<file path="src/rtl/bp_types_pkg.sv">
// Shared types for the OTTER dynamic branch predictor: predictor mode,
// default BTB geometry and the BTB entry layout for that geometry.
package bp_types;

    localparam int BP_ENTRIES_DEF = 16;
    localparam int BP_TAG_W_DEF   = 8;
    localparam int BP_CTR_W_DEF   = 2;

    typedef enum logic {
        BP_STATIC  = 1'b0,
        BP_BIMODAL = 1'b1
    } bp_mode_t;

    // The top re-declares this layout with its own TAG_W/CTR_W so non-default builds size correctly
    typedef struct packed {
        logic                    valid;
        logic [BP_TAG_W_DEF-1:0] tag;
        logic [31:0]             target;
        logic [BP_CTR_W_DEF-1:0] ctr;
    } btb_entry_t;

    function automatic logic [31:0] bp_next_seq(input logic [31:0] pc);
        return pc + 32'd4;
    endfunction

endpackage

</file>
<file path="src/rtl/bp_sat_counter.sv">
// Saturating up/down counter next-value logic used on the BTB update path.
// Init loads the weakly-taken value (MSB set, all other bits clear).
module bp_sat_counter #(
    parameter int CTR_W = 2
) (
    input  logic [CTR_W-1:0] i_ctr,
    input  logic             i_inc,
    input  logic             i_dec,
    input  logic             i_init,
    output logic [CTR_W-1:0] o_ctr
);

    localparam logic [CTR_W-1:0] CTR_MAX  = '1;
    localparam logic [CTR_W-1:0] CTR_WEAK = CTR_W'(2 ** (CTR_W - 1));

    always_comb begin
        o_ctr = i_ctr;
        if (i_init) begin
            o_ctr = CTR_WEAK;
        end else if (i_inc && (i_ctr != CTR_MAX)) begin
            o_ctr = i_ctr + CTR_W'(1);
        end else if (i_dec && (i_ctr != '0)) begin
            o_ctr = i_ctr - CTR_W'(1);
        end
    end

endmodule

</file>
<file path="src/rtl/otter_branch_predictor.sv">
// Direct-mapped BTB with saturating counters: zero-latency fetch lookup,
// execute-stage mispredict detection and training, plus statistics counters.
module otter_branch_predictor
    import bp_types::*;
#(
    parameter int ENTRIES = 16,
    parameter int TAG_W   = 8,
    parameter int CTR_W   = 2,
    parameter int MODE    = 1
) (
    input  logic        i_clk,
    input  logic        i_reset,
    input  logic [31:0] i_if_pc,
    input  logic        i_if_valid,
    output logic        o_pred_taken,
    output logic [31:0] o_pred_target,
    input  logic        i_ex_valid,
    input  logic [31:0] i_ex_pc,
    input  logic        i_ex_is_ctrl,
    input  logic        i_ex_taken,
    input  logic [31:0] i_ex_target,
    input  logic        i_ex_pred_taken,
    input  logic [31:0] i_ex_pred_target,
    output logic        o_mispredict,
    output logic [31:0] o_redirect_pc,
    output logic [31:0] o_lookup_cnt,
    output logic [31:0] o_mispred_cnt
);

    localparam int IDX_W   = $clog2(ENTRIES);
    localparam bit BIMODAL = (MODE == int'(BP_BIMODAL));

    typedef struct packed {
        logic             valid;
        logic [TAG_W-1:0] tag;
        logic [31:0]      target;
        logic [CTR_W-1:0] ctr;
    } entry_t;

    entry_t           r_btb [ENTRIES];
    logic [31:0]      r_lookup_cnt;
    logic [31:0]      r_mispred_cnt;

    logic [IDX_W-1:0] w_if_idx;
    logic [IDX_W-1:0] w_ex_idx;
    logic [TAG_W-1:0] w_if_tag;
    logic [TAG_W-1:0] w_ex_tag;
    entry_t           w_if_entry;
    entry_t           w_ex_entry;
    logic             w_if_hit;
    logic             w_ex_hit;
    logic             w_ex_taken;
    logic             w_train;
    logic [CTR_W-1:0] w_next_ctr;

    assign w_if_idx   = i_if_pc[IDX_W+1:2];
    assign w_if_tag   = i_if_pc[IDX_W+TAG_W+1:IDX_W+2];
    assign w_ex_idx   = i_ex_pc[IDX_W+1:2];
    assign w_ex_tag   = i_ex_pc[IDX_W+TAG_W+1:IDX_W+2];
    assign w_if_entry = r_btb[w_if_idx];
    assign w_ex_entry = r_btb[w_ex_idx];
    assign w_if_hit   = w_if_entry.valid && (w_if_entry.tag == w_if_tag);
    assign w_ex_hit   = w_ex_entry.valid && (w_ex_entry.tag == w_ex_tag);

    // Lookup reads the pre-update table contents; there is no write bypass
    assign o_pred_taken  = BIMODAL && w_if_hit && w_if_entry.ctr[CTR_W-1];
    assign o_pred_target = o_pred_taken ? w_if_entry.target : bp_next_seq(i_if_pc);

    // A non-control instruction never counts as taken, so an alias hit redirects to PC+4
    assign w_ex_taken    = i_ex_is_ctrl && i_ex_taken;
    assign o_mispredict  = i_ex_valid && ((w_ex_taken != i_ex_pred_taken) ||
                           (w_ex_taken && (i_ex_target != i_ex_pred_target)));
    assign o_redirect_pc = w_ex_taken ? i_ex_target : bp_next_seq(i_ex_pc);

    assign w_train = BIMODAL && i_ex_valid;

    bp_sat_counter #(
        .CTR_W (CTR_W)
    ) u_sat_counter (
        .i_ctr  (w_ex_entry.ctr),
        .i_inc  (w_ex_hit && w_ex_taken),
        .i_dec  (w_ex_hit && !w_ex_taken),
        .i_init (!w_ex_hit && w_ex_taken),
        .o_ctr  (w_next_ctr)
    );

    always_ff @(posedge i_clk) begin
        if (i_reset) begin
            for (int i = 0; i < ENTRIES; i++) begin
                r_btb[i].valid <= 1'b0;
                r_btb[i].ctr   <= '0;
            end
        end else if (w_train) begin
            if (i_ex_is_ctrl) begin
                // A taken miss allocates; a hit in either direction updates in place
                if (w_ex_hit || w_ex_taken) begin
                    r_btb[w_ex_idx].valid <= 1'b1;
                    r_btb[w_ex_idx].tag   <= w_ex_tag;
                    r_btb[w_ex_idx].ctr   <= w_next_ctr;
                    if (w_ex_taken) begin
                        r_btb[w_ex_idx].target <= i_ex_target;
                    end
                end
            end else if (w_ex_hit) begin
                r_btb[w_ex_idx].valid <= 1'b0;
            end
        end
    end

    always_ff @(posedge i_clk) begin
        if (i_reset) begin
            r_lookup_cnt  <= '0;
            r_mispred_cnt <= '0;
        end else begin
            if (i_if_valid) begin
                r_lookup_cnt <= r_lookup_cnt + 32'd1;
            end
            if (o_mispredict) begin
                r_mispred_cnt <= r_mispred_cnt + 32'd1;
            end
        end
    end

    assign o_lookup_cnt  = r_lookup_cnt;
    assign o_mispred_cnt = r_mispred_cnt;

endmodule

</file>
<file path="config.mk">
export PLATFORM = sky130hd
export DESIGN_NAME = otter_branch_predictor
export DESIGN_NICKNAME = d
export VERILOG_FILES = /design/src/rtl/bp_types_pkg.sv /design/src/rtl/bp_sat_counter.sv /design/src/rtl/otter_branch_predictor.sv
export SDC_FILE = /design/constraint.sdc
export NUM_CORES = 1
export LEC_CHECK = 0
export ABC_CLOCK_PERIOD_IN_PS = 7300
export BUFFER_PORTS_ARGS = -buffer_cell sky130_fd_sc_hd__buf_2
export CORE_MARGIN = 5
export CORE_UTILIZATION = 55
export CTS_BUF_LIST = sky130_fd_sc_hd__clkbuf_4
export DETAILED_ROUTE_END_ITERATION = 10
export GPL_TIMING_DRIVEN = 0
export PLACE_DENSITY_LB_ADDON = 0.05
export SLEW_MARGIN = 20
export SYNTH_ARGS = -nofsm -noshare
export SYNTH_HDL_FRONTEND = slang
export SYNTH_SLANG_ARGS = --single-unit
</file>
<file path="constraint.sdc">
create_clock -name i_clk -period 7.3 [get_ports i_clk]
set_input_delay 0.365 -clock i_clk [delete_from_list [all_inputs] [get_ports i_clk]]
set_output_delay 0.365 -clock i_clk [all_outputs]
set_load 0.01 [all_outputs]
</file>
==> results by group, run 1 <==
Worst setup path
  – Critical setup path kind: in2out
  – Endpoint class of the critical path: primary output
  – Critical Path Fanout Max: 10
  – Origin of the critical flop-to-flop path: r_btb[4][37]$_DFFE_PP_
  – Start point of the critical path: i_if_pc[3]
  – Logic depth of the worst register-to-register path: 10
  – Critical Path Source Type: primary input
  – Worst setup slack for register-to-register paths: roughly 3 ns
  – Crit path required time: ~6.9 ns
  – Signal arrival time at the worst endpoint: 4.77 ns

Place
  – Placed wire-length estimate: about 66 mm
  – Placer Congestion: 0.9267
  – Number of buffer cells added on primary ports: 258
  – Placed cell count: 2997

STA
  – Shortest clock period the worst path allows after layout: approximately 5.1 ns
  – Max Clock Skew: 0.04805 ns
  – Final-report hold violation count: 0
  – Period utilization: a little over two thirds
  – Setup-failing EPs final: 0
  – Max Freq: between 150 and 200 MHz
  – Worst max-slew margin expressed relative to the limit: between 20% and 30%
  – Slew @ Worst Pin: 1.153 ns
  – Unrepaired setup endpoints after global routing: false
  – Final count of pins violating max slew: 0
  – Final setup TNS: 0 ns

Synthesis
  – Primary FF master, synth: sky130_fd_sc_hd__edfxtp_1
  – Avg Cell Area, Syn: between 15 and 20 sq um
  – Net count of the mapped netlist: a little over 2000
  – Unique cell type count in the Yosys netlist: between 50 and 60
  – Post-synth design cell area: roughly 33000 sq um
  – Post-synthesis sequential element count: roughly 750
  – Sequential element share of the synthesized area: approximately two thirds
  – Number of enable-type register cells in the synthesized netlist: between 600 and 700
  – Share of flip-flops with an asynchronous set or reset after synthesis: 0%
  – Synth warnings: 0
  – Syn Inst Count: ~1900

Floorplanning
  – Die Outline Area: 65390 sq um
  – Core region area: 60130 sq um
  – Die outline width: 255.7 um
  – Count of pins on the block boundary: approximately 270
  – Number of rows in the core area: 90
  – DIE HEIGHT: 255.7 um
  – Starting utilization of the core area: 55.22%

Route
  – 1st-pass router iterations: 5
  – Post-Route WL: 97.23 mm
  – Residual DRC count: 0
  – Post-detailed-route count of antenna-violating nets: 0
  – Via count normalized by instance count: around 6
  – Detailed-route via count: ~21000
  – Drt initial violations: between 2000 and 2500
  – DR WL/cell: between 20 and 30 um

CTS
  – Htree depth: 4
  – Count of instances resized after the clock tree is built: 0
  – TritonCTS clock tree: built
  – Deepest clock path buffer count: 3
  – TritonCTS buffer count: roughly 190
  – Clock latency at the later pin of the worst-skew pair: 1.00 ns
  – Worst-path clk slew: ~0.070 ns
  – Clock tree root driver cell: sky130_fd_sc_hd__clkbuf_4
  – Clock tree sinks: around 750
  – # Post-CTS Setup Buffers: 0
  – Post-cts hold buffer count: 44

Worst hold path
  – Start point of the worst hold path: i_ex_pred_taken
  – Hold path depth: 5
  – Class of the most critical hold timing path: in2reg

Final layout
  – Number of filler cells placed in the layout: about 4400
  – Share of post-route cells with drive strength above 1: a little over a third
  – Non-filler cells in the finished layout: roughly 3400
  – # nets final: roughly 2600
  – Area added between synthesis and finish: 17.71%

GRT
  – Via count of the first global-routing pass: about 21000
  – Global-route wire length before repair: 140.5 mm
  – Gr usage total: between 20% and 30%
  – Initial antenna violation count: 2
  – Maximum number of pins on one net before global-route repair: 24
  – Residual overflow from global routing: 0

Power and ir drop
  – P per Cell Area: 226.9 nW/um^2
  – Peak supply drop: about 0.14 mV
  – Reported leakage power: 13.26 nW

Job
  – Maximum Capacitance Violations: 0

Status
  – Run status: finished, final reports clean
-- flip-flops by register name, indices dropped and copies added (netlist names) --
register,flops
o_lookup_cnt,32
o_mispred_cnt,32
r_btb,688
-- worst paths after layout --
path                                    endpoint
setup reg to reg          r_btb[0][40]$_DFFE_PP_
hold reg to reg    o_lookup_cnt[25]$_SDFFE_PP0P_
setup / recovery               o_pred_target[31]
hold / removal    o_mispred_cnt[15]$_SDFFE_PP0P_
-- worst max-delay path, stage by stage --
cell	delay, ns
sky130_fd_sc_hd__buf_2	0.09
sky130_fd_sc_hd__buf_2	0.24
sky130_fd_sc_hd__buf_1	0.57
sky130_fd_sc_hd__buf_2	0.42
sky130_fd_sc_hd__buf_2	0.35
sky130_fd_sc_hd__clkbuf_1	0.45
sky130_fd_sc_hd__nand4_1	0.70
sky130_fd_sc_hd__nor3_2	0.71
sky130_fd_sc_hd__nand3_1	0.28
sky130_fd_sc_hd__xnor2_1	0.18
sky130_fd_sc_hd__mux2_2	0.25
sky130_fd_sc_hd__buf_2	0.14
-- cell usage after synthesis (3+ instances only) --
cell type / instances / share of area (%)
sky130_fd_sc_hd__nand3_1: 53 / 0.80
sky130_fd_sc_hd__a21oi_1: 20 / 0.30
sky130_fd_sc_hd__buf_1: 12 / 0.14
sky130_fd_sc_hd__nor4_1: 14 / 0.26
sky130_fd_sc_hd__nor2_1: 125 / 1.4
sky130_fd_sc_hd__or3_1: 16 / 0.30
sky130_fd_sc_hd__nor3_1: 50 / 0.75
sky130_fd_sc_hd__xnor2_1: 71 / 1.9
sky130_fd_sc_hd__and4_1: 7 / 0.18
sky130_fd_sc_hd__mux4_2: 247 / 17
sky130_fd_sc_hd__o21ai_0: 51 / 0.77
sky130_fd_sc_hd__buf_6: 7 / 0.24
sky130_fd_sc_hd__xor2_1: 81 / 2.1
sky130_fd_sc_hd__buf_2: 29 / 0.44
sky130_fd_sc_hd__nand4_1: 24 / 0.45
sky130_fd_sc_hd__o21bai_1: 32 / 0.72
sky130_fd_sc_hd__ha_1: 9 / 0.34
sky130_fd_sc_hd__and2_1: 8 / 0.15
sky130_fd_sc_hd__clkbuf_1: 60 / 0.68
sky130_fd_sc_hd__and3_1: 14 / 0.26
sky130_fd_sc_hd__mux2i_1: 21 / 0.63
sky130_fd_sc_hd__o211ai_1: 7 / 0.16
sky130_fd_sc_hd__a22oi_1: 4 / 0.090
sky130_fd_sc_hd__a22o_1: 3 / 0.079
sky130_fd_sc_hd__mux2_4: 29 / 1.3
sky130_fd_sc_hd__dfxtp_1: 64 / 3.9
sky130_fd_sc_hd__nor2b_1: 9 / 0.17
sky130_fd_sc_hd__inv_1: 22 / 0.25
sky130_fd_sc_hd__nand2_1: 119 / 1.3
sky130_fd_sc_hd__edfxtp_1: 688 / 62
sky130_fd_sc_hd__buf_4: 4 / 0.090
-- power by group --
group	switching [mW]	internal [mW]	total (mW)
clock	1.71	1.71	3.42
combinational	0.427	0.296	0.723
sequential	0.0114	4.72	4.73
-- kinds of logic after synthesis --
kind of cell,synth area share (%)
muxes,18.77
adders and majority gates,0.3391
and+or+nand+nor,6.312
AOI/OAI and AO/OA,2.657
buffers and inverters,1.839
DFF,66.08
xor gates and xnor gates,4.009
-- layer usage --
| metal | wire length [um] | share of wire [%] | GRT usage [%] |
|---|---|---|---|
| met5 | 0 | 0 | 0 |
| met3 | 10230 | 11 | 9.194 |
| met2 | 46820 | 48 | 47.03 |
| met4 | 2315 | 2.4 | 8.516 |
| met1 | 37860 | 39 | 39.99 |
-- per-stage QoR --
step / utilization [%] / hold WS, ns / total power, mW / setup slack (ns) / cell area (sq um)
final: 65.00 / 0.2676 / 8.870 / 2.163 / 39090
after global routing: 65.00 / 0.1823 / 9.239 / 1.964 / 39090
after CTS: 64.99 / 0.1268 / 8.942 / 2.034 / 39080
after detailed placement: 60.36 / 0.4918 / 5.521 / 2.040 / 36300
after global placement: 58.99 / 0.4677 / 5.503 / 1.577 / 35470
after floorplan: - / 0.4639 / 5.211 / 3.867 / 33200
-- area by class of cell --
cell class	instances	area (sq um)	share of cell area, %
repair buffers	330	2410	6.166
clock buffers	263	1974	5.052
flip-flops and latches	752	21940	56.14
well taps	782	978.4	2.503
multi-input cells	1042	10800	27.62
plain buffers	112	533.0	1.364
clock inverters	84	364.1	0.9316
inverters	23	86.33	0.2209
diodes	1	2.502	0.006402
-- cell usage in the layout (no fill, tap or decap), drive strengths merged, types with 3 or more instances in the layout --
master       netlist  routed
o211ai             7       7
nand2            119     119
o21ai             51      51
nor2             125     125
nand3             54      54
clkinv             0      73
and3              14      14
nor4              15      15
nor3              50      50
buf               52     335
inv               23      31
clkbuf            60     326
xor2              81      81
ha                 9       9
nand4             24      24
dlygate4sd3        0      44
mux2i             21      21
edfxtp           688     688
nor2b              9       9
o21bai            32      32
xnor2             71      71
mux2              31      31
and2               8       8
mux4             247     247
or3               16      16
a22o               3       3
and4               7       7
a21oi             20      20
a22oi              4       4
dfxtp             64      64
No activity file was read; power rests on OpenSTA's default activity.
==> inputs of run 2 (changes only) <==
--- a/config.mk
+++ b/config.mk
@@ -5,7 +5,8 @@
 export SDC_FILE = /design/constraint.sdc
 export NUM_CORES = 1
 export LEC_CHECK = 0
-export ABC_CLOCK_PERIOD_IN_PS = 7300
+export ABC_AREA = 1
+export ABC_CLOCK_PERIOD_IN_PS = 4350
 export BUFFER_PORTS_ARGS = -buffer_cell sky130_fd_sc_hd__buf_2
 export CORE_MARGIN = 5
 export CORE_UTILIZATION = 55
==> constraint.sdc (replaced) <==
create_clock -name i_clk -period 4.35 [get_ports i_clk]
set_input_delay 0.2175 -clock i_clk [delete_from_list [all_inputs] [get_ports i_clk]]
set_output_delay 0.2175 -clock i_clk [all_outputs]
set_load 0.01 [all_outputs]
==> run 2 against run 1 <==
Net effect:
- global-route usage increased by 7.5 points
- clock skew rose by 0.054 ns
- largest power group unchanged
- synthesized area rose by 7.1%
- critical endpoint is now o_pred_target[12]
- via count rose by 49%
- final area increased by 6.7%
- sequential power increased by 68%
- clock power is 79% higher
==> results by group, run 2 <==
STA
  – Worst max-slew margin expressed relative to the limit: 22.12% (-1.0 points)
  – Max Freq: between 200 and 250 MHz
  – Shortest clock period the worst path allows after layout: 4.275 ns
  – Max Clock Skew: 0.1020 ns (+0.05395 ns)
  – Unrepaired setup endpoints after global routing: false
  – Final setup TNS: 0 ns (unchanged)
  – Slew @ Worst Pin: 1.168 ns (+0.01522 ns)
  – Setup-failing EPs final: 0 (unchanged)
  – Final-report hold violation count: 0 (unchanged)
  – Final count of pins violating max slew: 0 (unchanged)
  – Period utilization: between 90% and 100%
  – Final worst hold slack: 0.09998 ns (-0.1677 ns)
  – Worst path setup slack after routing: 0.07488 ns (-2.088 ns)

Power and ir drop
  – Switching share of power: 26.72% (+2.5 points)
  – Share of power burned in registers: 50.5% (-2.8 points)
  – Int Power: 11.51 mW (+71%)
  – Logic pwr share: 10.5% (+2.3 points)
  – Peak supply drop: 0.2632 mV (+82%)
  – Reported leakage power: 16.05 nW (+21%)
  – Fraction of power consumed by the clock network: 39.0% (+0.5 points)
  – P per Cell Area: 376.7 nW/um^2 (+66%)
  – Switching Power: 4.197 mW (+96%)

Floorplanning
  – DIE HEIGHT: 264.3 um (+3.4%)
  – Starting utilization of the core area: 55.39% (+0.17 points)
  – Die outline width: 264.3 um (+3.4%)
  – Number of rows in the core area: 93 (+3.3%)
  – Die Outline Area: 69870 sq um (+6.9%)
  – Core region area: 64230 sq um (+6.8%)
  – Count of pins on the block boundary: 265 (unchanged)

Worst setup path
  – Critical Path Fanout Max: 10 (unchanged)
  – Signal arrival time at the worst endpoint: 4.06 ns (-0.71 ns)
  – Critical setup path kind: in2out
  – Worst setup slack for register-to-register paths: 0.86 ns (-2.18 ns)
  – Endpoint class of the critical path: primary output
  – Origin of the critical flop-to-flop path: r_btb[6][39]$_DFFE_PP_
  – Crit Reg-Reg Endpoint: r_btb[12][42]$_SDFFCE_PN0P_
  – Start point of the critical path: i_if_pc[3]
  – Critical Path Source Type: primary input
  – Logic depth of the worst register-to-register path: 19 (+9)
  – Crit path required time: 4.13 ns (-2.80 ns)

CTS
  – Deepest clock path buffer count: 3 (unchanged)
  – Clock tree sinks: 752 (unchanged)
  – TritonCTS buffer count: 191 (-0.52%)
  – Htree depth: 4 (unchanged)
  – Worst-path clk slew: 0.06 ns (about the same)
  – Count of instances resized after the clock tree is built: 0 (unchanged)
  – TritonCTS clock tree: built
  – Clock latency at the later pin of the worst-skew pair: 1.09 ns (+0.09 ns)
  – Clock tree root driver cell: sky130_fd_sc_hd__clkbuf_4

Final layout
  – Storage element area: 21940 sq um (unchanged)
  – Flip-flop count of the largest register, all copies and words added: 688 (unchanged)
  – Register containing the most flip-flops in the final layout: r_btb
  – Commonest non-fill, non-tap cell in the layout: sky130_fd_sc_hd__edfxtp_1
  – Number of filler cells placed in the layout: 5510 (+24%)
  – Most used cells in the layout excluding fill and tap cells: 688 x sky130_fd_sc_hd__edfxtp_1, 676 x sky130_fd_sc_hd__nand2_1, 467 x sky130_fd_sc_hd__nor2_1, 428 x sky130_fd_sc_hd__o21ai_0, 313 x sky130_fd_sc_hd__buf_2
  – Area of the multi-input gates: 11680 sq um (+8.2%)
  – Area added between synthesis and finish: 17.18%
  – Share of post-route cells with drive strength above 1: 17.45% (-18 points)
  – # nets final: 4346 (+67%)

Place
  – Placed wire-length estimate: 95.69 mm (+44%)
  – Number of buffer cells added on primary ports: 263 (+1.9%)
  – Worst Setup Slack post-DPL: 0.2180 ns (-1.822 ns)
  – Placer Congestion: 0.9843 (+6.2%)

Route
  – Drt initial violations: 3968 (+71%)
  – Residual DRC count: 0 (unchanged)
  – Post-Route WL: 133.1 mm (+37%)
  – Detailed-route via count: 31070 (+49%)
  – Post-detailed-route count of antenna-violating nets: 0 (unchanged)
  – Via count normalized by instance count: 5.976 (-3.1%)
  – 1st-pass router iterations: 6 (+1)
  – DR WL/cell: 25.59 um (-11%)

Synthesis
  – Post-synthesis sequential element count: 752 (unchanged)
  – Net count of the mapped netlist: 3765 (+82%)
  – Top cell type's share of synthesized area: 58.07% (-4.1 points)
  – Unique cell type count in the Yosys netlist: 52 (-3.7%)
  – Leading cell types by count after synthesis: 688 x sky130_fd_sc_hd__edfxtp_1, 676 x sky130_fd_sc_hd__nand2_1, 468 x sky130_fd_sc_hd__nor2_1
  – Cell taking the most area after synthesis: sky130_fd_sc_hd__edfxtp_1
  – Most frequent cell after synthesis: sky130_fd_sc_hd__edfxtp_1
  – Top cells by area, synth: sky130_fd_sc_hd__edfxtp_1 58%, sky130_fd_sc_hd__nand2_1 7.1%, sky130_fd_sc_hd__o21ai_0 6.0%, sky130_fd_sc_hd__nor2_1 4.9%, sky130_fd_sc_hd__dfxtp_1 3.6%
  – Sequential element share of the synthesized area: 61.67% (-4.4 points)
  – Synth warnings: 0 (unchanged)
  – Number of enable-type register cells in the synthesized netlist: 688 (unchanged)
  – Post-synth design cell area: 35580 sq um (+7.1%)
  – Share of flip-flops with an asynchronous set or reset after synthesis: 0% (unchanged)
  – Avg Cell Area, Syn: 9.825 sq um (-43%)
  – Syn Inst Count: 3621 (+88%)
  – Primary FF master, synth: sky130_fd_sc_hd__edfxtp_1

Worst hold path
  – Start point of the worst hold path: i_ex_pc[2]
  – Hold-critical path endpoint: r_btb[13][42]$_SDFFCE_PN0P_
  – Class of the most critical hold timing path: in2reg
  – Hold path depth: 6 (+1)

Job
  – Maximum Capacitance Violations: 0 (unchanged)

GRT
  – Via count of the first global-routing pass: 29170 (+38%)
  – Maximum number of pins on one net before global-route repair: 24 (unchanged)
  – Residual overflow from global routing: 0 (unchanged)
  – Initial antenna violation count: 7 (+5)
  – Global-route wire length before repair: 190.5 mm (+36%)
  – Gr usage total: 36.97% (+7.5 points)

Status
  – Run status: finished, final reports clean
## run 2: cell types whose count changed after synthesis, moves of 134 or more
cell / before / now
sky130_fd_sc_hd__mux4_2: 247 / 0
sky130_fd_sc_hd__nor2_1: 125 / 468
sky130_fd_sc_hd__a21oi_1: 20 / 154
sky130_fd_sc_hd__inv_1: 22 / 283
sky130_fd_sc_hd__o21ai_0: 51 / 428
sky130_fd_sc_hd__nand2_1: 119 / 676
## run 2: how the worst max path moves through the flow
stage | endpoint | slack [ns]
final | o_pred_target[12] | 0.07
after global routing | o_mispredict | 0.03
after CTS | o_pred_target[23] | 0.04
after detailed placement | o_pred_target[12] | 0.22
after global placement | r_btb[12][11]$_DFFE_PP_ | -3.12
after floorplan | r_btb[11][10]$_DFFE_PP_ | 0.37
## run 2: logic make-up after synthesis
group / share of synthesized area [%]
flops: 61.67
compound gates: 12.35
fa+ha+maj: 0.3165
simple gates: 17.57
buf+inv: 5.729
xor+xnor: 2.363
## run 2: power by group through the flow
stage	clock network (mW)	registers, mW	logic, mW
global placement	0	8.09	1.52
detailed placement	0	8.09	1.54
CTS	6.17	7.94	1.58
global route	6.56	7.94	1.72
floorplan	0	8.09	0.765
finish	6.13	7.94	1.64
## run 2: worst max-delay path: stages
cell and delay, ns:
sky130_fd_sc_hd__buf_2 0.11, sky130_fd_sc_hd__buf_2 0.19, sky130_fd_sc_hd__inv_2 0.25, sky130_fd_sc_hd__clkbuf_1 0.64, sky130_fd_sc_hd__clkbuf_1 0.63, sky130_fd_sc_hd__clkbuf_1 0.67
sky130_fd_sc_hd__o21ai_0 0.22, sky130_fd_sc_hd__o221ai_1 0.21, sky130_fd_sc_hd__nand3_1 0.25, sky130_fd_sc_hd__nand3_1 0.26, sky130_fd_sc_hd__nor2_1 0.07, sky130_fd_sc_hd__nor2_1 0.14
sky130_fd_sc_hd__buf_2 0.17
## run 2: metrics by stage
| step | util [%] | power, mW | cells | instance area (sq um) |
|---|---|---|---|---|
| after floorplan | - | 8.856 | 3621 | 35580 |
| after global placement | 59.10 | 9.616 | 4739 | 37960 |
| after detailed placement | 60.23 | 9.630 | 4810 | 38680 |
| after CTS | 64.86 | 15.68 | 5192 | 41660 |
| after global routing | 64.90 | 16.22 | 5198 | 41690 |
| final | 64.90 | 15.71 | 5199 | 41690 |
## run 2: layer usage
layer | track usage [%] | wire, um | up-vias
met1 | 48.63 | 49590 | 14750
met5 | 0 | 27 | -
met3 | 12.19 | 17220 | 349
met4 | 18.08 | 7295 | 4
li1 | - | - | 13920
met2 | 55.78 | 58930 | 2046
## run 2: area by class of cell
class	count	share of cell area (%)
plain buffers	202	2.263
inverters	291	2.626
clock buffers	275	4.952
repair buffers	388	5.973
multi-input cells	2376	28.01
flip-flops and latches	752	52.63
well taps	855	2.566
diodes	5	0.03001
clock inverters	55	0.9454
## run 2: what timing repair did
item,4_1_cts,5_1_grt
endpoints found under the hold margin,767,0
buffers inserted,0,1
hold buffers,52,0
endpoints found under the setup margin,0,13
